File: src/rtl/uart_pkg.sv
// Shared types and constants for the parametrised UART receiver.
// Provides the FSM state encoding, oversampling constants and the baud divisor helper.
package uart_pkg;

    typedef enum logic [2:0] {
        ST_IDLE,
        ST_START,
        ST_DATA,
        ST_PARITY,
        ST_STOP
    } uart_state_t;

    localparam int OSR        = 16;
    localparam int MID_SAMPLE = 7;

    // Rounded divisor: CLK_HZ / (BAUD * OSR), rounding to nearest.
    function automatic int calc_div(input longint clk_hz, input longint baud);
        longint l_den;
        l_den = baud * longint'(OSR);
        return int'((clk_hz + l_den / 2) / l_den);
    endfunction

endpackage

File: src/rtl/uart_baud_tick.sv
// Oversampling tick generator: counts 0..DIV-1 while enabled, one-clock tick at DIV-1.
// Disabling the enable holds the count at zero so a new frame starts phase-aligned.
module uart_baud_tick #(
    parameter int DIV = 2
) (
    input  logic clk,
    input  logic rst,
    input  logic i_en,
    output logic o_tick
);

    localparam int            CW   = (DIV > 1) ? $clog2(DIV) : 1;
    localparam logic [CW-1:0] LAST = CW'(DIV - 1);

    logic [CW-1:0] r_cnt;

    always_ff @(posedge clk or posedge rst) begin
        if (rst) begin
            r_cnt <= '0;
        end else if (!i_en || r_cnt == LAST) begin
            r_cnt <= '0;
        end else begin
            r_cnt <= r_cnt + 1'b1;
        end
    end

    assign o_tick = i_en && (r_cnt == LAST);

endmodule

File: src/rtl/uart_rx_param.sv
// 16x-oversampled UART receiver with a valid/ready holding register and error pulses.
// Optional parity checking is enabled by defining UART_RX_PARITY_EN.
module uart_rx_param
    import uart_pkg::*;
#(
    parameter int CLK_HZ     = 50_000_000,
    parameter int BAUD       = 9600,
    parameter int DATA_BITS  = 8,
    parameter int STOP_BITS  = 1,
    parameter int PARITY_ODD = 0
) (
    input  logic                 clk,
    input  logic                 rst,
    input  logic                 rx_pin_in,
    input  logic                 rx_ready,
    output logic [DATA_BITS-1:0] rx_data,
    output logic                 rx_valid,
    output logic                 rx_frame_err,
    output logic                 rx_parity_err,
    output logic                 rx_overrun,
    output logic                 rx_busy
);

    localparam int         DIV = calc_div(CLK_HZ, BAUD);
    localparam logic [3:0] MID = 4'(MID_SAMPLE);

    generate
        if (DIV < 2) begin : g_div_chk
            $error("uart_rx_param: baud divisor below 2");
        end
        if (DATA_BITS < 5 || DATA_BITS > 9) begin : g_db_chk
            $error("uart_rx_param: DATA_BITS out of range");
        end
        if (STOP_BITS < 1 || STOP_BITS > 2) begin : g_sb_chk
            $error("uart_rx_param: STOP_BITS out of range");
        end
        if (PARITY_ODD < 0 || PARITY_ODD > 1) begin : g_po_chk
            $error("uart_rx_param: PARITY_ODD must be 0 or 1");
        end
    endgenerate

    logic                 r_sync1, r_sync2, r_prev;
    uart_state_t          r_state, w_state_next;
    logic [3:0]           r_samp;
    logic [3:0]           r_bit_cnt;
    logic [DATA_BITS-1:0] r_shift;
    logic                 r_ferr_lat;
    logic [DATA_BITS-1:0] r_data;
    logic                 r_valid, r_ferr_p, r_ovr_p;
    logic                 w_tick, w_mid, w_fall, w_done, w_load;

    uart_baud_tick #(.DIV(DIV)) u_tick (
        .clk    (clk),
        .rst    (rst),
        .i_en   (r_state != ST_IDLE),
        .o_tick (w_tick)
    );

    assign w_fall = r_prev & ~r_sync2;
    assign w_mid  = w_tick && (r_samp == MID);
    assign w_load = w_done && (!r_valid || rx_ready);

    always_ff @(posedge clk or posedge rst) begin
        if (rst) begin
            r_state <= ST_IDLE;
        end else begin
            r_state <= w_state_next;
        end
    end

    always_comb begin
        w_state_next = r_state;
        w_done       = 1'b0;
        case (r_state)
            ST_IDLE:  if (w_fall) w_state_next = ST_START;
            ST_START: if (w_mid) w_state_next = r_sync2 ? ST_IDLE : ST_DATA;
            ST_DATA: begin
                if (w_mid && r_bit_cnt == 4'(DATA_BITS - 1)) begin
`ifdef UART_RX_PARITY_EN
                    w_state_next = ST_PARITY;
`else
                    w_state_next = ST_STOP;
`endif
                end
            end
`ifdef UART_RX_PARITY_EN
            ST_PARITY: if (w_mid) w_state_next = ST_STOP;
`endif
            ST_STOP: begin
                // Leave at mid-bit of the last stop bit so an early next start edge is seen.
                if (w_mid && r_bit_cnt == 4'(STOP_BITS - 1)) begin
                    w_state_next = ST_IDLE;
                    w_done       = 1'b1;
                end
            end
            default: w_state_next = ST_IDLE;
        endcase
    end

`ifdef UART_RX_PARITY_EN
    logic r_perr_lat, r_perr_p;
    always_ff @(posedge clk or posedge rst) begin
        if (rst) begin
            r_perr_lat <= 1'b0;
            r_perr_p   <= 1'b0;
        end else begin
            r_perr_p <= w_done & r_perr_lat;
            if (r_state == ST_IDLE) begin
                r_perr_lat <= 1'b0;
            end else if (w_mid && r_state == ST_PARITY) begin
                r_perr_lat <= r_sync2 ^ (^r_shift) ^ 1'(PARITY_ODD);
            end
        end
    end
    assign rx_parity_err = r_perr_p;
`else
    assign rx_parity_err = 1'b0;
`endif

    always_ff @(posedge clk or posedge rst) begin
        if (rst) begin
            r_sync1    <= 1'b1;
            r_sync2    <= 1'b1;
            r_prev     <= 1'b1;
            r_samp     <= 4'd0;
            r_bit_cnt  <= 4'd0;
            r_shift    <= '0;
            r_ferr_lat <= 1'b0;
            r_data     <= '0;
            r_valid    <= 1'b0;
            r_ferr_p   <= 1'b0;
            r_ovr_p    <= 1'b0;
        end else begin
            r_sync1  <= rx_pin_in;
            r_sync2  <= r_sync1;
            r_prev   <= r_sync2;
            r_ferr_p <= w_done & (r_ferr_lat | ~r_sync2);
            r_ovr_p  <= w_done & r_valid & ~rx_ready;

            if (r_state == ST_IDLE) begin
                r_samp     <= 4'd0;
                r_bit_cnt  <= 4'd0;
                r_ferr_lat <= 1'b0;
            end else if (w_tick) begin
                r_samp <= r_samp + 4'd1;
            end

            if (w_mid && r_state == ST_DATA) begin
                r_shift   <= {r_sync2, r_shift[DATA_BITS-1:1]};
                r_bit_cnt <= (r_bit_cnt == 4'(DATA_BITS - 1)) ? 4'd0 : r_bit_cnt + 4'd1;
            end
            if (w_mid && r_state == ST_STOP) begin
                r_bit_cnt  <= r_bit_cnt + 4'd1;
                r_ferr_lat <= r_ferr_lat | ~r_sync2;
            end

            if (w_load) begin
                r_data  <= r_shift;
                r_valid <= 1'b1;
            end else if (r_valid && rx_ready) begin
                r_valid <= 1'b0;
            end
        end
    end

    assign rx_data      = r_data;
    assign rx_valid     = r_valid;
    assign rx_frame_err = r_ferr_p;
    assign rx_overrun   = r_ovr_p;
    assign rx_busy      = (r_state != ST_IDLE);

endmodule

File: config.mk
export PLATFORM = sky130hd
export DESIGN_NAME = uart_rx_param
export DESIGN_NICKNAME = d
export VERILOG_FILES = /design/src/rtl/uart_pkg.sv /design/src/rtl/uart_baud_tick.sv /design/src/rtl/uart_rx_param.sv
export SDC_FILE = /design/constraint.sdc
export NUM_CORES = 1
export LEC_CHECK = 0
export CAP_MARGIN = 0
export CORE_AREA = 8 8 71 73
export CTS_CLUSTER_DIAMETER = 100
export DETAILED_ROUTE_END_ITERATION = 12
export DIE_AREA = 0 0 79 81
export GPL_TIMING_DRIVEN = 0
export PLACE_DENSITY_LB_ADDON = 0.05
export SLEW_MARGIN = 20
export SYNTH_ARGS = -nofsm -noshare
export SYNTH_HDL_FRONTEND = slang
export SYNTH_SLANG_ARGS = --single-unit
File: constraint.sdc
create_clock -name clk -period 2.3 [get_ports clk]
set_clock_uncertainty 0.15 [all_clocks]
set_input_delay 0.46 -clock clk [delete_from_list [all_inputs] [get_ports clk]]
set_output_delay 0.46 -clock clk [all_outputs]
set_load 0.02 [all_outputs]
### Yosys cells after proc, flatten, opt, wreduce, memory -nomap -nowiden

Index checks and enable logic that the tools add are counted.

* bits in registers: 43
* output and inout port bits: 13
* input bits: 4

* mux-type cells: 19
* reductions and logical operators: 20
* add/subtract/negate cells: 3
* bitwise logic cells: 7
* equal/unequal tests: 10

Operators by type and width (count)
* 4-bit 2-to-1 mux: 6
* 3-bit 2-to-1 mux: 4
* 3-bit case mux with 4 select lines: 1
* 9-bit by 1-bit adder with 9-bit output (second input constant): 1
* 9-bit == test (second input constant): 1
* 9-bit 2-to-1 mux: 1
* 4-bit by 1-bit adder with 4-bit output (second input constant): 2
* 4-bit by 3-bit == test with 1-bit output (second input constant): 2
* 1-bit logical AND: 8
* 2-bit != test (second input constant): 4
* 1-bit 2-to-1 mux: 6
* 2-bit nonzero test: 3
* 3-bit nonzero test: 2
* 1-bit AND: 4
* 4-bit zero test: 1
* 4-bit AND reduction: 1
* 3-bit by 1-bit == test with 1-bit output (second input constant): 1
* 3-bit by 2-bit == test with 1-bit output (second input constant): 1
* 3-bit == test (second input constant): 1
* 3-bit zero test: 1
* 1-bit zero test: 2
* 1-bit logical OR: 2
* 2-bit 2-to-1 mux: 1
* 1-bit NOT: 2
* 1-bit bitwise OR: 1

### Longest topological paths before layout

Gate-level depths: netlist of run 1.

* depth after elaboration: 8
* gate-level depth with buffers: 7
* depth with buffers taken out: 6

### Cells and area by module

Synthesis of run 1 repeated with hierarchy kept, for this count alone.

* cells, all modules: 168
* area, all modules: 2037.0 um^2

Modules (own cells, without submodules)
* uart_rx_param: cells each 122, instances 1, area an instance 1562.7 um^2, seq. area each 854.6 um^2
* uart_baud_tick: cells each 46, instances 1, area an instance 474.2 um^2, seq. area each 225.2 um^2

### Least setup slack after synthesis of run 1

No wires, ideal clock.

* path kind: register to register
* from: reg r_state[0]
* to: reg r_data[0] (netlist: rx_data[0])
* stages on the path, launching flop included: 6
* library setup time: 125 ps
* data arrival time: 1949 ps
* data required time: 2025 ps
* slack: 77 ps
* path buffers: 1
* cell sequence: dfrtp_1 buf_2 or3b_4 or2_4 nor4b_4 mux2_2

* word-level cells in the longest chain between the ends: 7
* elaborated cells between the ends (all ways): 8

RTL lines
* start: declaration: RTL line uart_rx_param.sv:43 `uart_state_t r_state, w_state_next;`
* start signal: assignment: RTL line uart_rx_param.sv:67 `r_state <= w_state_next;`
* 3-bit nonzero test: RTL line uart_rx_param.sv:55 `.i_en (r_state != ST_IDLE),`
* 1-bit logical AND: RTL line uart_baud_tick.sv:27 `assign o_tick = i_en && (r_cnt == LAST);`
* 1-bit logical AND: RTL line uart_rx_param.sv:60 `assign w_mid = w_tick && (r_samp == MID);`
* 1-bit logical AND: RTL line uart_rx_param.sv:91 `if (w_mid && r_bit_cnt == 4'(STOP_BITS - 1)) begin`
* 1-bit 2-to-1 mux: RTL line uart_rx_param.sv:91
* 1-bit 2-to-1 mux *: RTL line uart_rx_param.sv:74 `case (r_state)`
* 1-bit logical AND *: RTL line uart_rx_param.sv:61 `assign w_load = w_done && (!r_valid || rx_ready);`
* end signal: assignment: RTL line uart_rx_param.sv:158 `r_data <= r_shift;`
* end: declaration: RTL line uart_rx_param.sv:48 `logic [DATA_BITS-1:0] r_data;`

Every way passes the cells marked *; elsewhere a longest branch is shown, timed or not.
A chain may end at the register's enable or synchronous reset.

### Worst setup path in the final report of run 1

* from: reg u_tick.r_cnt[4]
* to: reg r_shift[4]

* word-level cells in the longest chain between the ends: 4

RTL lines
* start: declaration: RTL line uart_baud_tick.sv:15 `logic [CW-1:0] r_cnt;`
* start signal: assignment: RTL line uart_baud_tick.sv:23 `r_cnt <= r_cnt + 1'b1;`
* 9-bit == test: RTL line uart_baud_tick.sv:27
* 1-bit logical AND: RTL line uart_baud_tick.sv:27
* 1-bit logical AND: RTL line uart_rx_param.sv:60
* 1-bit logical AND: RTL line uart_rx_param.sv:148 `if (w_mid && r_state == ST_DATA) begin`
* end signal: assignment: RTL line uart_rx_param.sv:149 `r_shift <= {r_sync2, r_shift[DATA_BITS-1:1]};`
* end: declaration: RTL line uart_rx_param.sv:46 `logic [DATA_BITS-1:0] r_shift;`

No other way between the ends.

==> reports/metrics.cfg, run 1 <==
[run_status]
status = completed

[drt]
drt_pass1_iterations = 4
ant_nets = 0
finalWirelength_um = 3480
route.detailed.drc = 0
wl_per_cell_um = 14.7
via_count = 1303
drt_iter0_drc = 59
drt-vias-per-instance = 5.50

[placement]
dpl_cell_area_um2 = 2190
dp.final_hpwl_um = 2440
place_congestion = 0.755
portBuffers = 15

[layout]
diodes = 0
area_growth_pct = 20.0
seqCellArea_um2 = 1080
multiInputGateArea_um2 = 851
fillers = 329
postLayoutCellArea_um2 = 2340
final_nets = 195
drive_gt1_share_pct = 25.1

[floorplanning]
core_um2 = 3910
die_x_um = 79
fp-row-count = 23
dieHeight_um = 81
initial_utilization_pct = 49.8
io_pins = 17
dieArea_um2 = 6400

[critical_path]
max_stage_delay_ns = 0.60
cp_max_fo = 10
cp-startpoint = u_tick.r_cnt[4]
cp.arrival_ns = 2.27
reg2reg_depth = 4
r2r-start = u_tick.r_cnt[4]
rr_endpoint = r_shift[4]
crit_chain = or4b_4 > nor4_4 > buf_6 > mux2_2
rrSetupSlack_ns = 0.06
crit_path_top_delay_cell = or4b_4
critPathLaunchType = register
setup.worst_path.class = reg -> reg
crit_required_ns = 2.32
cp-end-kind = register

[synth]
syn_inst = 160
syn_area_per_cell_um2 = 12.2
yosysTopAreaCell = dfrtp_1
async_flop_share_pct = 100
synth_edf_count = 0
synth_most_common_cell = dfrtp_1
synth_top_area_share_pct = 51.3
synthesis.nets = 169
synth_area_leaders = dfrtp_1 (51%), mux2_2 (9.2%), dfstp_2 (4.0%)
synth_flop_cell = dfrtp_1
yosysSeqAreaShare_pct = 55.4
synth_cell_types = 41
syn_area_um2 = 1950
ys_ff_latch = 43
ys_warn_count = 0
synth_common_cells = dfrtp_1 (40), mux2_2 (16), nor2_1 (15), xor2_1 (9)

[power]
p_leak_nw = 1.07
power_w = 0.00154
power_density_nw_per_um2 = 657
irDropWorstVdd_uv = 482

[clock_tree]
cts_tree = built
cts_root_buf = clkbuf_8
insertion_delay_ns = 0.29
cts_inserted_buffers = 5
cts_hold_buf = 0
clk_path_buf_depth = 2
clkSinkCount = 43
cts.clk_slew.worst_paths_ns = 0.07
cts-htree-levels = 2

[sta]
holdWs_ns = 0.208
final_min_period_over_clock_period_pct = 97.6
fin_crit_ns = 2.24
fmax_mhz = 446
final_max_slew_viol_count = 0
finalSetupViolations = 0
rsz0062_at_grt = true
finalHoldViolations = 0
fin_setup_tns_ns = 0

[global_routing]
grt_pass1_vias = 1279
gr-total-overflow = 0
antenna_found_initial = 0
grt_pass1_wl_um = 5990
grt_usage_pct = 12.0
grt_max_degree = 25

[worst_hold_path]
whs_path_depth = 0
hold_path.class = reg -> reg
hold_end = r_sync2
hp-start = r_sync1

[job]
drv_cap = 0

## critical path, delay by kind of cell (launching register included)
| kind | cells | cell delay [ns] |
|---|---|---|
| buffers and inverters | 1 | 0.20 |
| AND/OR/NAND/NOR | 2 | 0.97 |
| multiplexers | 1 | 0.34 |
| flip-flops | 1 | 0.46 |
## cells by family (layout without fill, tap and decap cells)
group,Yosys count,count (layout),synth area share [%]
buf+inv,11,38,2.57
fa+ha+maj,5,5,3.21
compound gates,14,14,4.43
flops,43,43,55.4
other cells,1,1,0.192
simple gates,58,58,19.5
xor+xnor,11,11,4.94
mux,17,17,9.76
## metal layers
metal	part of all wire, %	vias to the layer above	track usage, %
li1	-	611	-
met1	46	659	15.1
met2	47	27	18.0
met3	5.7	6	4.42
met4	1.3	0	5.37
met5	0	-	0
## cells in the final DEF (no fill, tap or decap), drive strengths merged, types with 7 or more instances in the layout
| master | Yosys | routed |
|---|---|---|
| clkdlybuf4s50 | 0 | 14 |
| dfrtp | 40 | 40 |
| clkbuf | 0 | 7 |
| nor2 | 15 | 15 |
| nand3 | 8 | 8 |
| mux2 | 16 | 16 |
| xor2 | 9 | 9 |
| buf | 3 | 7 |
| inv | 8 | 8 |
## area by class of cell
| class | instances | share of cell area (%) |
|---|---|---|
| flip-flops and latches | 43 | 46.2 |
| multi-input cells | 106 | 36.4 |
| repair buffers | 20 | 9.15 |
| clock buffers | 7 | 3.26 |
| well taps | 50 | 2.68 |
| inverters | 8 | 1.28 |
| plain buffers | 2 | 0.803 |
| clock inverters | 1 | 0.214 |
## through the flow
| step | util, % | cells | worst slack (ns) |
|---|---|---|---|
| 6_report | 59.8 | 237 | 0.0562 |
| 5_1_grt | 59.8 | 237 | -0.0451 |
| 4_1_cts | 58.9 | 236 | 0.00159 |
| 3_5_place_dp | 55.9 | 226 | -0.233 |
| 3_3_place_gp | 55.2 | 225 | -0.194 |
| 2_1_floorplan | - | 160 | 0.0766 |
## worst max path at each step
stage | end | depth (start not counted) | slack (ns)
3_3_place_gp | rx_busy | 4 | -0.19
6_report | r_shift[4] | 4 | 0.06
5_1_grt | r_state[0] | 4 | -0.05
4_1_cts | rx_busy | 3 | 0.002
2_1_floorplan | rx_data[0] | 5 | 0.08
3_5_place_dp | rx_busy | 4 | -0.23
## sequential cells by signal, summed over array words and instances (netlist names)
signal,cells
u_tick.r_cnt,9
r_shift,8
rx_data,8
r_bit_cnt,4
r_samp,4
r_state,3
r_ferr_lat,1
r_prev,1
r_sync1,1
r_sync2,1
rx_frame_err,1
rx_overrun,1
rx_valid,1
## power breakdown
group | switching [W] | internal (W)
Combinational | 0.0000798 | 0.0000806
Sequential | 0.0000972 | 0.000821
Clock | 0.000244 | 0.000213
## timing repair
action,in CTS,in global routing
resized for setup,3,7
setup endpoints to repair,19,18
gates cloned,0,0
setup buffers,2,2
pin swaps,2,0
No activity file was read; power rests on OpenSTA's default activity.
==> run 2: changes to the inputs <==
- CORE_AREA: 8 8 71 73 -> 8 8 70 72
- DIE_AREA: 0 0 79 81 -> 0 0 78 80
- DONT_BUFFER_PORTS: default -> 1
- REMOVE_ABC_BUFFERS: default -> 1
==> run 2 against run 1 <==
Sequential share of layout area is 2.4 points higher. Critical path depth is 1 higher. Clock power is 15% higher. Power is 3.7% higher. Sequential power is 0.5% lower. Final cell count is 6.3% lower. Via count is 5.5% lower. Global-route usage hardly changed. Critical endpoint is now rx_data[1]. Highest routed layer unchanged.
==> reports/metrics.cfg, run 2 (synthesized netlist as in run 1, its figures left out) <==
[placement]
place_ws_ns = -0.223  ; +0.00957 ns
dp.final_hpwl_um = 2390  ; -2.2%
portBuffers = 0  ; -15
dpl_cell_area_um2 = 2020  ; -7.7%
place_congestion = 0.765  ; +1.2%

[global_routing]
grt_usage_pct = 12.0  ; about the same
grt_pass1_vias = 1217  ; -4.8%
grt_pass1_wl_um = 5930  ; -1.0%
grt_max_degree = 26  ; +4.0%
gr-total-overflow = 0  ; unchanged
antenna_found_initial = 0  ; unchanged

[clock_tree]
insertion_delay_ns = 0.29  ; about the same
cts_root_buf = clkbuf_8
cts-htree-levels = 2  ; unchanged
cts_tree = built
cts.clk_slew.worst_paths_ns = 0.08  ; about the same
cts_inserted_buffers = 5  ; unchanged
clkSinkCount = 43  ; unchanged
clk_path_buf_depth = 2  ; unchanged

[drt]
finalWirelength_um = 3350  ; -3.8%
ant_nets = 0  ; unchanged
via_count = 1231  ; -5.5%
drt_iter0_drc = 52  ; -12%
drt-vias-per-instance = 5.55  ; +0.86%
wl_per_cell_um = 15.1  ; +2.7%
drt_pass1_iterations = 4  ; unchanged
route.detailed.drc = 0  ; unchanged

[critical_path]
cp-end-kind = register
cp.arrival_ns = 2.27  ; about the same
setup.worst_path.class = reg -> reg
critPathLaunchType = register
cp_max_fo = 8  ; -2
crit_required_ns = 2.33  ; about the same

[floorplanning]
initial_utilization_pct = 50.6  ; +0.74 points
dieArea_um2 = 6240  ; -2.5%
dieHeight_um = 80  ; -1.2%
fp-row-count = 23  ; unchanged
io_pins = 17  ; unchanged
core_um2 = 3860  ; -1.5%
die_x_um = 78  ; -1.3%

[sta]
fin_crit_ns = 2.24  ; -0.00341 ns
rsz0062_at_grt = true
fmax_mhz = 446  ; +0.15%
finalWorstSetupSlack_ns = 0.0596  ; +0.00341 ns
final_max_slew_viol_count = 0  ; unchanged
holdWs_ns = 0.208  ; -0.000187 ns
final_min_period_over_clock_period_pct = 97.4  ; -0.15 points
finalSetupViolations = 0  ; unchanged
finalHoldViolations = 0  ; unchanged

[power]
irDropWorstVdd_uv = 527  ; +9.4%
power_density_nw_per_um2 = 716  ; +9.0%
p_leak_nw = 1.02  ; -4.7%

[layout]
area_growth_pct = 14.1
layout.cells.most_common = dfrtp_1
final_nets = 180  ; -7.7%
largest_register_ffs = 9  ; unchanged
layout_common_cells = dfrtp_1 (39), mux2_2 (16), nor2_1 (15), xor2_1 (9), nand3_1 (8)
top_register = u_tick.r_cnt
diodes = 0  ; unchanged
drive_gt1_share_pct = 27.9  ; +2.8 points
postLayoutCellArea_um2 = 2220  ; -4.9%

[worst_hold_path]
hold_path.class = reg -> reg

[job]
drv_cap = 0  ; unchanged

[run_status]
status = completed

==> run 2: worst paths after layout <==
check	start	to	slack, ns	cells past startpoint
hold / removal	r_sync1	r_sync2	0.21	0
hold reg to reg	r_sync1	r_sync2	0.21	0
setup reg to reg	r_state[2]	rx_data[1]	0.06	5
setup / recovery	r_state[2]	rx_data[1]	0.06	5
max in group asynchronous	rst	r_sync1	0.98	3
min in group asynchronous	rst	rx_data[0]	0.47	2
==> run 2: power breakdown <==
part	switching, W	leakage, nW	internal [W]
Clock	0.000253	0.0505	0.000273
Combinational	0.0000778	0.395	0.0000752
Sequential	0.0000920	0.572	0.000821
==> run 2: per-layer routing <==
metal  global-route usage [%]  vias up  routed length, um
li1                         -      578                  -
met1                     14.4      630               1530
met2                     18.5       19               1590
met3                     5.29        4                194
met4                     4.44        0                 33
met5                        0        -                  0
==> run 2: worst max-delay path, stage by stage (launching register included) <==
cell and delay (ns):
dfrtp_1 0.49, or3b_4 0.43, or2_4 0.25, nor4b_4 0.31, buf_12 0.17, mux2_2 0.33
==> run 2: through the flow <==
stage                     total power [W]  std cells  setup TNS [ns]  utilization, %
final                             0.00159        222               0            57.7
after global routing              0.00169        222          -0.113            57.7
after CTS                         0.00161        220               0            56.8
after global placement            0.00107        207           -7.50            51.7
after floorplan                   0.00103        157           -1.92               -
after detailed placement          0.00108        208           -3.86            52.4
==> run 2: timing repair <==
item | 4_1_cts | 5_1_grt
hold endpoints to repair | 19 | 0
pin swaps | 2 | 1
setup buffers | 2 | 2
hold buffers | 2 | 0
setup endpoints to repair | 21 | 10
gates resized for setup | 1 | 6
==> run 2: final cells by class <==
type                            count  area, um^2
Timing Repair Buffer                7        95.1
Multi-Input combinational cell    106         852
Inverter                            8        30.0
Fill cell                         355        1630
Tap cell                           50        62.6
Sequential cell                    43        1080
Clock buffer                        7        96.3
Clock inverter                      1        7.51
